`config.mk`:
```
export PLATFORM = sky130hd
export DESIGN_NAME = spi_cmd_master
export DESIGN_NICKNAME = d
export VERILOG_FILES = /design/src/rtl/spi_cmd_master_pkg.sv /design/src/rtl/spi_cmd_master_shifter.sv /design/src/rtl/spi_cmd_master.sv
export SDC_FILE = /design/constraint.sdc
export NUM_CORES = 1
export LEC_CHECK = 0
export CORE_MARGIN = 2
export CORE_UTILIZATION = 52
export CTS_CLUSTER_SIZE = 10
export DETAILED_ROUTE_END_ITERATION = 16
export PLACE_DENSITY = 0.81
export SYNTH_ARGS = -nofsm -noshare
export SYNTH_HDL_FRONTEND = slang
export SYNTH_SLANG_ARGS = --single-unit
```
`constraint.sdc`:
```
create_clock -name i_clk -period 3.3 [get_ports i_clk]
set_clock_uncertainty 0.2 [all_clocks]
set_input_delay 0.33 -clock i_clk [delete_from_list [all_inputs] [get_ports i_clk]]
set_output_delay 0.33 -clock i_clk [all_outputs]
set_load 0.01 [all_outputs]
```
`src/rtl/spi_cmd_master_pkg.sv`:
```
// rtl/spi_cmd_master_pkg.sv - shared constants and FSM encoding for the SPI command master
package spi_cmd_master_pkg;

   localparam logic [15:0] CMD_IDLE    = 16'hFFFF;
   localparam logic [15:0] CMD_FIFO_WR = 16'h0101;
   localparam logic [15:0] CMD_FIFO_RD = 16'h0102;

   localparam int CLK_DIV_DEFAULT = 20;

   typedef enum logic [2:0] {
      S_IDLE  = 3'd0,
      S_SETUP = 3'd1,
      S_SHIFT = 3'd2,
      S_GAP   = 3'd3,
      S_HOLD  = 3'd4,
      S_DESEL = 3'd5
   } state_t;

endpackage

```
`src/rtl/spi_cmd_master_shifter.sv`:
```
// rtl/spi_cmd_master_shifter.sv - sclk divider, mode-0 word shifter and bit counter
module spi_master_shifter #(
   parameter int CLK_DIV = 20,
   parameter int WORD_W  = 16
) (
   input  logic              i_clk,
   input  logic              i_rst_n,
   input  logic              i_clr,
   input  logic              i_load,
   input  logic [WORD_W-1:0] i_load_word,
   input  logic              i_sclk_en,
   input  logic              i_miso,
   output logic              o_tick,
   output logic              o_sclk,
   output logic              o_mosi,
   output logic              o_rise,
   output logic              o_last_fall,
   output logic              o_word_done,
   output logic [WORD_W-1:0] o_rx_word
);

   localparam int DIV_W = $clog2(CLK_DIV);
   localparam int BIT_W = $clog2(WORD_W + 1);

   logic [DIV_W-1:0]  r_div;
   logic [BIT_W-1:0]  r_bit;
   logic              r_sclk;
   logic [WORD_W-1:0] r_tx;
   logic [WORD_W-1:0] r_rx;
   logic              w_fall;

   assign o_tick      = (r_div == DIV_W'(CLK_DIV - 1));
   // r_bit counts completed falls; WORD_W means the word is out and only the trailing low half remains
   assign o_rise      = i_sclk_en & o_tick & ~r_sclk & (r_bit != BIT_W'(WORD_W));
   assign w_fall      = i_sclk_en & o_tick & r_sclk;
   assign o_last_fall = w_fall & (r_bit == BIT_W'(WORD_W - 1));
   assign o_word_done = i_sclk_en & o_tick & ~r_sclk & (r_bit == BIT_W'(WORD_W));
   assign o_sclk      = r_sclk;
   assign o_mosi      = r_tx[WORD_W-1];
   assign o_rx_word   = r_rx;

   always_ff @(posedge i_clk or negedge i_rst_n) begin
      if (!i_rst_n) begin
         r_div  <= '0;
         r_bit  <= '0;
         r_sclk <= 1'b0;
         r_tx   <= '0;
         r_rx   <= '0;
      end else if (i_clr) begin
         r_div  <= '0;
         r_bit  <= '0;
         r_sclk <= 1'b0;
         r_tx   <= '0;
      end else if (i_load) begin
         r_div  <= '0;
         r_bit  <= '0;
         r_sclk <= 1'b0;
         r_tx   <= i_load_word;
      end else begin
         r_div <= o_tick ? '0 : r_div + DIV_W'(1);
         if (o_rise) begin
            r_sclk <= 1'b1;
            r_rx   <= {r_rx[WORD_W-2:0], i_miso};
         end
         if (w_fall) begin
            r_sclk <= 1'b0;
            r_bit  <= r_bit + BIT_W'(1);
            r_tx   <= {r_tx[WORD_W-2:0], 1'b0};
         end
      end
   end

endmodule

```
`src/rtl/spi_cmd_master.sv`:
```
// rtl/spi_cmd_master.sv - SPI initiator: command word plus nwords data words per transaction
module spi_cmd_master
   import spi_cmd_master_pkg::*;
#(
   parameter int CLK_DIV = CLK_DIV_DEFAULT,
   parameter int WORD_W  = 16,
   parameter int CNT_W   = 8
) (
   input  logic              i_clk,
   input  logic              i_rst_n,
   input  logic              i_start,
   input  logic [WORD_W-1:0] i_cmd,
   input  logic [CNT_W-1:0]  i_nwords,
   input  logic              i_abort,
   input  logic [WORD_W-1:0] i_wr_data,
   input  logic              i_wr_valid,
   output logic              o_wr_ready,
   output logic [WORD_W-1:0] o_rd_data,
   output logic              o_rd_valid,
   output logic              o_rd_is_cmd,
   output logic              o_busy,
   output logic              o_done,
   output logic              o_sclk,
   output logic              o_ss,
   output logic              o_mosi,
   input  logic              i_miso
);

   state_t            r_state;
   logic [CNT_W-1:0]  r_words;
   logic              r_gap_armed;
   logic              r_slot_cmd;
   logic              r_ss;
   logic              r_busy;
   logic              r_done;
   logic              r_rd_valid;
   logic              r_rd_is_cmd;
   logic [WORD_W-1:0] r_rd_data;

   logic              w_accept;
   logic              w_take;
   logic              w_clr;
   logic              w_load;
   logic              w_sclk_en;
   logic [WORD_W-1:0] w_load_word;
   logic              w_tick;
   logic              w_rise;
   logic              w_last_fall;
   logic              w_word_done;
   logic [WORD_W-1:0] w_rx_word;

   assign w_accept    = (r_state == S_IDLE) & i_start & ~i_abort;
   assign w_take      = (r_state == S_GAP) & ~r_gap_armed & i_wr_valid & ~i_abort;
   assign w_clr       = i_abort | ((r_state == S_IDLE) & ~w_accept);
   assign w_load      = w_accept | w_take;
   assign w_load_word = (r_state == S_IDLE) ? i_cmd : i_wr_data;
   // sclk may only run while a word is in flight or armed to start
   assign w_sclk_en   = (r_state == S_SETUP) | (r_state == S_SHIFT) |
                        ((r_state == S_GAP) & r_gap_armed);

   assign o_wr_ready  = w_take;
   assign o_rd_data   = r_rd_data;
   assign o_rd_valid  = r_rd_valid;
   assign o_rd_is_cmd = r_rd_is_cmd;
   assign o_busy      = r_busy;
   assign o_done      = r_done;
   assign o_ss        = r_ss;

   spi_master_shifter #(
      .CLK_DIV (CLK_DIV),
      .WORD_W  (WORD_W)
   ) u_shifter (
      .i_clk       (i_clk),
      .i_rst_n     (i_rst_n),
      .i_clr       (w_clr),
      .i_load      (w_load),
      .i_load_word (w_load_word),
      .i_sclk_en   (w_sclk_en),
      .i_miso      (i_miso),
      .o_tick      (w_tick),
      .o_sclk      (o_sclk),
      .o_mosi      (o_mosi),
      .o_rise      (w_rise),
      .o_last_fall (w_last_fall),
      .o_word_done (w_word_done),
      .o_rx_word   (w_rx_word)
   );

   always_ff @(posedge i_clk or negedge i_rst_n) begin
      if (!i_rst_n) begin
         r_state     <= S_IDLE;
         r_words     <= '0;
         r_gap_armed <= 1'b0;
         r_slot_cmd  <= 1'b0;
         r_ss        <= 1'b1;
         r_busy      <= 1'b0;
         r_done      <= 1'b0;
         r_rd_valid  <= 1'b0;
         r_rd_is_cmd <= 1'b0;
         r_rd_data   <= '0;
      end else begin
         r_done      <= 1'b0;
         r_rd_valid  <= 1'b0;
         r_rd_is_cmd <= 1'b0;
         if (i_abort) begin
            r_state     <= S_IDLE;
            r_ss        <= 1'b1;
            r_busy      <= 1'b0;
            r_gap_armed <= 1'b0;
         end else begin
            case (r_state)
               S_IDLE: begin
                  if (i_start) begin
                     r_state    <= S_SETUP;
                     r_ss       <= 1'b0;
                     r_busy     <= 1'b1;
                     r_words    <= i_nwords;
                     r_slot_cmd <= 1'b1;
                  end
               end
               S_SETUP: begin
                  if (w_rise) r_state <= S_SHIFT;
               end
               S_SHIFT: begin
                  if (w_last_fall) begin
                     r_rd_valid  <= 1'b1;
                     r_rd_data   <= w_rx_word;
                     r_rd_is_cmd <= r_slot_cmd;
                  end
                  if (w_word_done) begin
                     r_state     <= (r_words != '0) ? S_GAP : S_HOLD;
                     r_gap_armed <= 1'b0;
                  end
               end
               S_GAP: begin
                  if (!r_gap_armed) begin
                     if (i_wr_valid) begin
                        r_gap_armed <= 1'b1;
                        r_words     <= r_words - CNT_W'(1);
                        r_slot_cmd  <= 1'b0;
                     end
                  end else if (w_rise) begin
                     r_state     <= S_SHIFT;
                     r_gap_armed <= 1'b0;
                  end
               end
               S_HOLD: begin
                  if (w_tick) begin
                     r_state <= S_DESEL;
                     r_ss    <= 1'b1;
                  end
               end
               S_DESEL: begin
                  if (w_tick) begin
                     r_state <= S_IDLE;
                     r_busy  <= 1'b0;
                     r_done  <= 1'b1;
                  end
               end
               default: r_state <= S_IDLE;
            endcase
         end
      end
   end

endmodule
```
======== Word-level counts from Yosys, hierarchy flattened ========
Index checks and enable logic that the tools add are counted.
cells by class
  $add $sub $neg .......................... 3
  $mul .................................... 0
  div/mod/pow operators ................... 0
  order comparisons ....................... 0
  eq/ne operators ......................... 17
  shift-type cells ........................ 0
  multiplexer cells ....................... 53
  bitwise gates (word level) .............. 23
  reductions and logical operators ........ 15
operators with widths
  operator                                                                 number
  16-bit 2-to-1 mux                                                        4
  5-bit 2-to-1 mux                                                         6
  1-bit 2-to-1 mux                                                         26
  3-bit 2-to-1 mux                                                         8
  8-bit 2-to-1 mux                                                         3
  3-bit case mux with 6 select lines                                       1
  8-bit case mux with 2 select lines                                       1
  1-bit bitwise AND                                                        13
  3-bit AND reduction                                                      4
  3-bit nonzero test                                                       4
  5-bit by 1-bit adder with 5-bit output, second input constant            2
  5-bit == test, second input constant                                     2
  5-bit AND reduction                                                      2
  3-bit by 2-bit inequality test with 1-bit output, second input constant  3
  1-bit case mux with 2 select lines                                       4
  8-bit nonzero test                                                       1
  8-bit by 1-bit subtractor with 8-bit output, second input constant       1
  3-bit by 2-bit == test with 1-bit output, second input constant          2
  3-bit == test, second input constant                                     2
  2-bit inequality test, second input constant                             3
  3-bit inequality test, second input constant                             2
  1-bit inverter                                                           6
  5-bit by 4-bit == test with 1-bit output, second input constant          1
  5-bit inequality test, second input constant                             1
  other kinds (6)                                                          9
word-level totals
  register bits ........................... 77
  bits in latches ......................... 0
  RAM bits ................................ 0
  bits in read-only memories .............. 0
  output and inout port bits .............. 24
  memories kept ........................... 0

======== Longest topological paths before layout ========
Gate-level depths: netlist of the first run.
  depth after elaboration ................. 10
  gate-level depth with buffers ........... 8
  gate-level depth less buffers ........... 6

======== By module ========
Synthesis of the first run repeated with hierarchy kept, for this count alone.
second synthesis, totals
  cells, all modules ...................... 360
  area, all modules ....................... 3910.0 sq um
modules (own cells, without submodules)
  module              times used  cells an instance  area each (sq um)
  spi_master_shifter  1           191                2068.2
  spi_cmd_master      1           169                1841.8

======== Worst setup path before layout of the first run ========
OpenSTA, ideal clock, no wires.
  path kind ............................... register -> register
  start point ............................. register u_shifter.r_div[0]
  end point ............................... register r_rd_data[10], in the netlist o_rd_data[10]
  arrival ................................. 2.435 ns
  data required time ...................... 2.975 ns
  setup slack ............................. 0.540 ns
  cell stages (with the launch flop) ...... 9
  clock period less this slack ............ 2.760 ns
  cell sequence ........................... dfrtp_1 -> ha_1 -> nand4bb_1 -> clkbuf_2 -> or4_1 -> buf_2 -> nor4_4 -> buf_6 -> mux2_2
between the ends
  word-level cells in the longest chain between the ends .. 5
ends and longest elaborated chain
  element                               line                          source
  from (decl)                           spi_cmd_master_shifter.sv:25  logic [DIV_W-1:0] r_div;
  from (signal assigned)                spi_cmd_master_shifter.sv:60  r_div <= o_tick ? '0 : r_div + DIV_W'(1);
  5-bit == test                         spi_cmd_master_shifter.sv:32  assign o_tick = (r_div == DIV_W'(CLK_DIV - 1));
  1-bit bitwise AND (2 in a row)        spi_cmd_master_shifter.sv:35  assign w_fall = i_sclk_en & o_tick & r_sclk;
  1-bit bitwise AND                     spi_cmd_master_shifter.sv:36  assign o_last_fall = w_fall & (r_bit == BIT_W'(WORD_W - 1));
  3-bit AND reduction (no source line)  n/a
  to (signal assigned)                  spi_cmd_master.sv:127         r_rd_data <= w_rx_word;
  to (decl)                             spi_cmd_master.sv:38          logic [WORD_W-1:0] r_rd_data;
Every way passes these cells.
A chain may end at the register's enable or synchronous reset.

======== Final worst setup path of the first run ========
  start point ............................. register r_state[0]
  end point ............................... output o_wr_ready
between the ends
  word-level cells in the longest chain between the ends .. 4
ends and longest elaborated chain
  element                                   line                   source
  from (decl)                               spi_cmd_master.sv:29   state_t r_state;
  from (signal assigned)                    spi_cmd_master.sv:131  r_state <= (r_words != '0) ? S_GAP : S_HOLD;
  3-bit by 2-bit == test with 1-bit output  spi_cmd_master.sv:53   assign w_take = (r_state == S_GAP) & ~r_gap_armed & i_wr_valid & ~i_abort;
  1-bit bitwise AND (3 in a row)            spi_cmd_master.sv:53
  to (decl)                                 spi_cmd_master.sv:17   output logic o_wr_ready,
Every way passes these cells.

==> results of run 1 <==
-- final cells by class --
cell class,count,area [µm²]
clock buffer,9,124
clock inverter,7,87.6
fill,539,2330
inverter,11,41.3
multi-input combinational,224,1770
sequential,77,1930
tap,99,124
timing repair buffer,79,766
-- state kept, by name, indices dropped and copies added, names as in the netlist --
register             cells
o_busy                   1
o_done                   1
o_rd_data               16
o_rd_is_cmd              1
o_rd_valid               1
o_ss                     1
r_gap_armed              1
r_slot_cmd               1
r_state                  3
r_words                  8
u_shifter.o_rx_word     16
u_shifter.o_sclk         1
u_shifter.r_bit          5
u_shifter.r_div          5
u_shifter.r_tx          16
-- through the flow --
stage	power (mW)	setup WS (ns)
after global placement	1.61	0.122
after global routing	2.50	0.0470
after detailed placement	1.63	0.0228
final	2.37	0.166
after CTS	2.39	0.0267
after floorplan	1.46	0.540
-- power groups by stage --
stage / logic, mW / clock network, mW / registers [mW]
after floorplan: 0.366 / 0 / 1.09
after global placement: 0.482 / 0 / 1.13
after detailed placement: 0.496 / 0 / 1.13
after CTS: 0.500 / 0.777 / 1.11
after global routing: 0.543 / 0.822 / 1.13
final: 0.496 / 0.761 / 1.12
-- Yosys cell counts (4+ instances only) --
cell       number
dfrtp_1        76
mux2_2         47
nor2_1         20
o2bb2ai_1      17
mux2i_1        16
a21oi_1        15
nand2_1        13
o21ai_0        12
clkbuf_1       11
inv_1          11
nor3_1         10
buf_2           5
ha_1            5
nand2b_1        4
nor4_1          4
-- routing by layer --
metal	vias up	global-route usage
met5	-	0
met4	0	0.0462
met3	6	0.0486
met2	61	0.333
met1	1402	0.278
li1	1368	-
-- final timing paths --
| path | to |
|---|---|
| max in group asynchronous | u_shifter.r_tx[2] |
| max reg2reg | o_rd_data[0] |
| max | o_wr_ready |
| min | u_shifter.r_div[0] |
| min in group asynchronous | o_rd_data[8] |
| min reg2reg | u_shifter.r_div[0] |
-- cell usage in the layout (no fill, tap or decap), types with 3 or more instances in the layout --
cell / instances
nor2_1: 20
inv_1: 11
and3_1: 3
mux2_2: 47
or3_1: 3
nand2b_1: 4
o21a_1: 3
inv_6: 3
o21bai_1: 3
buf_4: 10
clkbuf_8: 9
nor4_1: 4
nor3_1: 10
o21ai_0: 12
a21oi_1: 15
a32o_1: 3
clkdlybuf4s50_1: 68
a211oi_1: 3
xnor2_1: 3
o2bb2ai_1: 17
mux2i_1: 16
dfrtp_1: 76
ha_1: 5
nand2_1: 13
or4_1: 3
a22o_1: 3
-- repair_timing --
| action | in CTS | in global routing |
|---|---|---|
| endpoints found under the hold margin | 76 | 0 |
| hold buffers | 1 | 0 |
| setup endpoints to repair | 0 | 15 |
| resized for setup | 0 | 1 |
| buffers inserted | 0 | 0 |
-- logic make-up after synthesis --
group                    count (synthesis)
AND/OR/NAND/NOR                         79
flip-flops                              77
AO/OA/AOI/OAI                           73
multiplexers                            63
buffers and inverters                   31
adder cells (fa/ha/maj)                  5
XOR/XNOR                                 4
==> out/metrics.yaml, run 1 <==
share_of_power_burned_in_registers: 0.471
cts.path.max_buffers: 2
topRoutingLayerUsed: "met4"
layout_worst_path_cycle_share: 0.950
clkSlewWorstSetupHoldPaths_ns: 0.09
std_cell_rows: 31
synthDominantCellAreaShare: 0.498
critical_path.cell_chain: "nor4bb_1, nand2_1, inv_1, clkdlybuf4s50_1"
vdd_ir_drop_max_uv: 258
layout.nets: 453
firstDrtPassIters: 4
timing_max_transition_violations_final: 0
grt_antenna_before_repair: 0
worst_skew_pair.late_latency_ns: 0.35
post_synth_main_area_contributors: "dfrtp_1, mux2_2, mux2i_1"
dp_hpwl_um: 5410
gp_congestion: 0.838
worst_hold_path.num_cells: 1
clkSinkCount: 77
regToRegSetupSlack_ns: 0.40
drcViolationCount: 0
power.static_leakage_nw: 2.06
number_of_clock_buffers_inserted_by_tritoncts: 9
report.final.setup_viol: 0
cp-startpoint: "r_state[0]"
worst-path-max-fanout: 20
synth_enable_flop_cells: 0
routed-wl-met2_um: 3990
routed_wl_um: 8010
path_depth_of_the_worst_reg2reg_path: 6
synth_async_sr_flop_share: 1.00
post-route-cell-area_mm2: 0.00484
diode_insertion_count_for_antenna_repair: 0
synth_xor_area_frac: 0.00917
worst-path-stages: 4
number_of_warnings_issued_by_yosys: 0
p_comb_frac: 0.209
placedInstanceArea_mm2: 0.00461
drive_above_1_share: 0.199
antenna_left: 0
dr_wl_met3_um: 280
drt_iter0_drcs: 168
timing.setup.tns_ns: 0
status: "completed"
power.switching_fraction: 0.307
grt_pass1_wl_um: 13400
grt_setup_unrepaired: "false"
synth_largest_area_cell: "dfrtp_1"
critical_path.startpoint_type: "flop"
reg_to_reg_critical_path_startpoint: "u_shifter.r_div[0]"
postSynthAreaPerCell_um2: 11.5
synth_fa_ha_area_frac: 0.0164
cellPowerDensity_mw_per_mm2: 490
via_count: 2837
instances_no_fill: 506
post-route-util: 0.675
worst_pin_slew_ns: 1.21
holdCritStartpoint: "u_shifter.r_div[0]"
synth.distinct_cells: 56
cell_at_the_root_of_the_clock_tree: "clkbuf_8"
grt_max_degree: 78
finalCriticalPeriod_ns: 3.13
grt_usage: 0.203
floorplan.initialDensity: 0.533
tritoncts_clock_tree: "done"
number_of_i_o_pins: 70
simple_logic_cell_fraction_of_the_synthesized_area: 0.118
p_clk_frac: 0.320
slew_headroom: 0.192
global_route.overflow_total: 0
holdCritPathClass: "flop to flop"
core_region_area_mm2: 0.00718
compound_gate_portion_of_the_synthesized_area: 0.137
path_delay_family: "simple AND/OR/NAND/NOR gates"
die_h_um: 89.7
worstSetupEndpointType: "primary output"
setup.worst_path.class: "flop to primary output"
internal_power_of_the_cells_mw: 1.64
hold_viol_final: 0
synth_mux_area_frac: 0.180
number_of_port_buffers: 69
synthesis.nets: 383
m1WireLength_um: 3650
die-width_um: 89.7
syn_to_final_growth_pct: 26.6
main_combinational_cell_family_by_area_after_synthesis: "multiplexers"
yosysSeqAreaShare: 0.504
synthCells: 332
detail_route.wl_per_cell_um: 15.8
critical_path.slowest_cell: "dfrtp_1"
cp_data_required_time_ns: 2.77
cp_buf_inv_count: 2
p_sw_mw: 0.730
synthesis.area_mm2: 0.00382
fmax_ghz: 0.319
crit_path_max_incr_delay_ns: 0.75
maxCapViolations: 0
yosys_register_bits: 77
finalHoldWorstSlack_ns: 0.269
ys_dominant_reg_cell: "dfrtp_1"
number_of_global_route_vias_before_repair: 2749
placedCellCount: 489
via_per_inst: 5.61
die_area_mm2: 0.00805
critPathArrivalTime_ns: 2.60
htree_levels: 3
Power figures use the tool's default switching activity.
==> run 2, diff against run 1 <==
Settings changed: CORE_MARGIN 2 to not set.
==> run 2 against run 1 <==
Net effect:
- non-clock buffer count grew 1
- first-iteration DRC count shrank 21%
- power is essentially flat
- cell count shrank 0.40%
- clock-buffer cell count is the same
- register-to-register slack gained 0.11 ns
- critical endpoint unchanged
- highest routed layer unchanged
==> out/metrics.yaml, run 2 (same netlist as run 1, synthesis figures left out) <==
status: "completed"
cts.path.max_buffers: 2
via_per_inst: 5.61
power.static_leakage_nw: 2.05
placedInstanceArea_mm2: 0.00462
die_h_um: 87.7
cp_data_required_time_ns: 2.77
detail_route.wl_per_cell_um: 16.2
grt_setup_unrepaired: "false"
global_route.overflow_total: 0
drcViolationCount: 0
number_of_clock_buffers_inserted_by_tritoncts: 9
fmax_ghz: 0.341
cell_at_the_root_of_the_clock_tree: "clkbuf_8"
layout.nets: 454
worstSetupEndpointType: "primary output"
timing_max_transition_violations_final: 0
hold_viol_final: 0
layout_worst_path_cycle_share: 0.889
worst_pin_slew_ns: 1.16
grt_pass1_wl_um: 13600
routed_wl_um: 8160
gp_congestion: 0.861
critical_path.startpoint_type: "input port"
tritoncts_clock_tree: "done"
slew_headroom: 0.225
firstDrtPassIters: 4
syn_to_final_growth_pct: 26.6
setup.worst_path.class: "input port to primary output"
number_of_i_o_pins: 70
critPathArrivalTime_ns: 2.40
layout.cells.most_common_list: "dfrtp_1, clkdlybuf4s50_1, mux2_2"
drive_above_1_share: 0.201
floorplan.initialDensity: 0.550
maxCapViolations: 0
worst-path-max-fanout: 9
clkSinkCount: 77
grt_max_degree: 78
grt_antenna_before_repair: 0
vdd_ir_drop_max_uv: 320
via_count: 2829
holdCritPathClass: "flop to flop"
number_of_port_buffers: 69
num-fill-cells: 501
clkSlewWorstSetupHoldPaths_ns: 0.08
htree_levels: 3
dp_hpwl_um: 5470
drt_iter0_drcs: 133
cellPowerDensity_mw_per_mm2: 490
diode_insertion_count_for_antenna_repair: 0
std_cell_rows: 30
post-route-cell-area_mm2: 0.00484
number_of_global_route_vias_before_repair: 2863
finalCriticalPeriod_ns: 2.93
core_region_area_mm2: 0.00694
post_cts.repair.setup_buffers: 0
die-width_um: 87.7
worst_skew_pair.late_latency_ns: 0.36
die_area_mm2: 0.00770
antenna_left: 0
leading_cell_type_in_the_layout_fill_and_taps_excluded: "dfrtp_1"
report.final.setup_viol: 0
grt_usage: 0.230
timing.setup.tns_ns: 0
-- run 2: cell count changes in the layout (fill, tap and decap cells not counted), sizes merged --
cell | before | now
clkinvlp | 0 | 1
buf | 10 | 11
clkinv | 1 | 3
inv | 16 | 13
-- run 2: worst paths after layout --
path / slack (ns) / depth (start not counted) / to / startpoint
hold / removal: 0.28 / 1 / u_shifter.r_div[0] / u_shifter.r_div[0]
setup / recovery: 0.37 / 5 / o_wr_ready / i_abort
max in group asynchronous: 1.83 / 2 / u_shifter.r_div[4] / i_rst_n
setup reg to reg: 0.51 / 5 / u_shifter.r_tx[12] / r_state[1]
min in group asynchronous: 0.45 / 2 / u_shifter.r_tx[14] / i_rst_n
hold reg to reg: 0.28 / 1 / u_shifter.r_div[0] / u_shifter.r_div[0]
-- run 2: metal layers --
layer | GRT usage | up-vias | share of wire
li1 | - | 1369 | -
met1 | 0.317 | 1388 | 0.46
met2 | 0.354 | 61 | 0.48
met3 | 0.0537 | 11 | 0.046
met4 | 0.0909 | 0 | 0.016
met5 | 0 | - | 0
-- run 2: power breakdown --
group | switching (mW) | leakage (nW) | internal, mW
combinational | 0.259 | 0.909 | 0.258
clock | 0.390 | 0.102 | 0.361
sequential | 0.0817 | 1.04 | 1.02
total | 0.731 | 2.05 | 1.64
-- run 2: through the flow --
stage / hold slack (ns) / power (mW) / setup slack, ns / util / std cells
floorplan: -0.166 / 1.46 / 0.540 / - / 332
global placement: 0.250 / 1.62 / 0.139 / 0.665 / 487
detailed placement: 0.270 / 1.63 / 0.0433 / 0.665 / 487
CTS: 0.281 / 2.39 / 0.241 / 0.696 / 504
global route: 0.301 / 2.50 / 0.260 / 0.697 / 504
finish: 0.280 / 2.37 / 0.368 / 0.697 / 504
-- run 2: cell type report --
class | instances | area, µm² | share of cell area
Clock buffer | 9 | 124 | 0.0256
Timing Repair Buffer | 80 | 773 | 0.160
Sequential cell | 77 | 1930 | 0.398
Clock inverter | 7 | 83.8 | 0.0173
Tap cell | 96 | 120 | 0.0248
Multi-Input combinational cell | 224 | 1770 | 0.366
Inverter | 11 | 41.3 | 0.00853
-- run 2: critical path: stages --
cell	delay (ns)
clkdlybuf4s50_1	0.59
nor4bb_1	0.65
nand2_1	0.17
inv_1	0.09
clkdlybuf4s50_1	0.56
-- run 2: timing repair --
| item | in CTS | in global routing |
|---|---|---|
| resized for setup | 0 | 1 |
| hold buffers | 1 | 0 |
| endpoints found under the hold margin | 76 | 0 |
| setup endpoints to repair | 0 | 15 |
==> run 3, diff against run 2 <==
Settings changed: CORE_MARGIN set to 2, MAX_ROUTING_LAYER set to met4.
==> run 3 against run 2 <==
Net effect:
- maximum frequency down 6.5%
- clock power rose by 1%
- power about the same
- largest cell class unchanged
- global-route usage fell by 2.0 points
- flip-flop and latch count did not move
- first-iteration DRC count rose by 16%
- critical path depth down 1
==> out/metrics.yaml, run 3 (same netlist as run 1, synthesis figures left out) <==
status: "completed"
vdd_ir_drop_max_uv: 258
maxCapViolations: 0
layout_worst_path_cycle_share: 0.951
timing_max_transition_violations_final: 0
cts.path.max_buffers: 2
global_route.overflow_total: 0
number_of_global_route_vias_before_repair: 2757
slew_headroom: 0.266
core_region_area_mm2: 0.00718
routed_wl_um: 8060
critPathArrivalTime_ns: 2.61
worst_slack_at_placement_ns: 0.0228
drt_iter0_drcs: 154
worst_pin_slew_ns: 1.08
critical_path.cell_chain: "nor4bb_1, nand2_1, inv_1, clkdlybuf4s50_1"
die_area_mm2: 0.00805
hold_viol_final: 0
worst_setup_slack_final_ns: 0.162
drive_above_1_share: 0.199
cp_buf_inv_count: 2
path_delay_family: "simple AND/OR/NAND/NOR gates"
p_comb_frac: 0.209
post-route-util: 0.674
power.static_leakage_nw: 2.06
worstSetupEndpointType: "primary output"
fmax_ghz: 0.319
p_clk_frac: 0.321
detail_route.wl_per_cell_um: 15.9
die-width_um: 89.7
die_h_um: 89.7
dp_hpwl_um: 5410
layout.nets: 453
antenna_left: 0
finalCriticalPeriod_ns: 3.14
htree_levels: 3
clkSinkCount: 77
setup.worst_path.class: "flop to primary output"
syn_to_final_growth_pct: 26.6
p_sw_mw: 0.730
number_of_port_buffers: 69
power.switching_fraction: 0.307
drcViolationCount: 0
critical_path.slowest_cell: "dfrtp_1"
report.final.setup_viol: 0
clkSlewWorstSetupHoldPaths_ns: 0.09
crit_path_max_incr_delay_ns: 0.74
diode_insertion_count_for_antenna_repair: 0
cellPowerDensity_mw_per_mm2: 490
layout.cells.most_common_list: "dfrtp_1, clkdlybuf4s50_1, mux2_2"
worst_skew_pair.late_latency_ns: 0.35
via_count: 2818
gp_congestion: 0.851
cp_data_required_time_ns: 2.77
share_of_power_burned_in_registers: 0.470
firstDrtPassIters: 4
power_mw: 2.37
worst-path-max-fanout: 20
critical_path.startpoint_type: "flop"
std_cell_rows: 31
via_per_inst: 5.57
internal_power_of_the_cells_mw: 1.64
grt_pass1_wl_um: 13400
cell_at_the_root_of_the_clock_tree: "clkbuf_8"
grt_usage: 0.210
number_of_clock_buffers_inserted_by_tritoncts: 9
tritoncts_clock_tree: "done"
finalHoldWorstSlack_ns: 0.269
grt_antenna_before_repair: 0
floorplan.initialDensity: 0.533
holdCritPathClass: "flop to flop"
grt_max_degree: 78
number_of_i_o_pins: 70
leading_cell_type_in_the_layout_fill_and_taps_excluded: "dfrtp_1"
==> run 3: cell type report <==
| class | count | area, µm² |
|---|---|---|
| fillers | 541 | 2340 |
| flip-flops and latches | 77 | 1930 |
| multi-input cells | 224 | 1770 |
| repair buffers | 79 | 766 |
| clock buffers | 9 | 124 |
| well taps | 99 | 124 |
| clock inverters | 7 | 87.6 |
| inverters | 11 | 41.3 |
==> run 3: power groups by stage <==
stage / clock (mW) / combinational (mW) / sequential, mW
floorplan: 0 / 0.366 / 1.09
global placement: 0 / 0.482 / 1.13
finish: 0.761 / 0.496 / 1.12
global route: 0.824 / 0.544 / 1.13
CTS: 0.777 / 0.500 / 1.11
detailed placement: 0 / 0.496 / 1.13
==> run 3: per-layer routing <==
layer	routed length, µm	share of wire	GRT usage
met1	3740	0.46	0.280
met2	4000	0.50	0.331
met3	270	0.034	0.0511
met4	42	0.0052	0.0462
met5	0	0	-
==> run 3: worst paths after layout <==
kind                                    start                 end  slack, ns  depth (start not counted)
min reg2reg                u_shifter.r_div[0]  u_shifter.r_div[0]       0.27                          1
min in group asynchronous             i_rst_n        o_rd_data[8]       0.46                          2
min                        u_shifter.r_div[0]  u_shifter.r_div[0]       0.27                          1
max in group asynchronous             i_rst_n   u_shifter.r_tx[2]       1.81                          2
max                                r_state[0]          o_wr_ready       0.16                          4
max reg2reg                        r_state[0]  u_shifter.r_tx[12]       0.33                          4
==> run 3: what timing repair did <==
action	CTS	global route
hold endpoints to repair	76	0
hold buffers	1	0
buffers inserted	0	0
resized for setup	0	1
setup endpoints to repair	0	15
==> run 3: through the flow <==
step                instances  setup TNS, ns  cell area, µm²
CTS                       506              0            4830
floorplan                 332              0            3820
finish                    506              0            4840
global route              506       -0.00110            4840
global placement          489              0            4610
detailed placement        489              0            4610
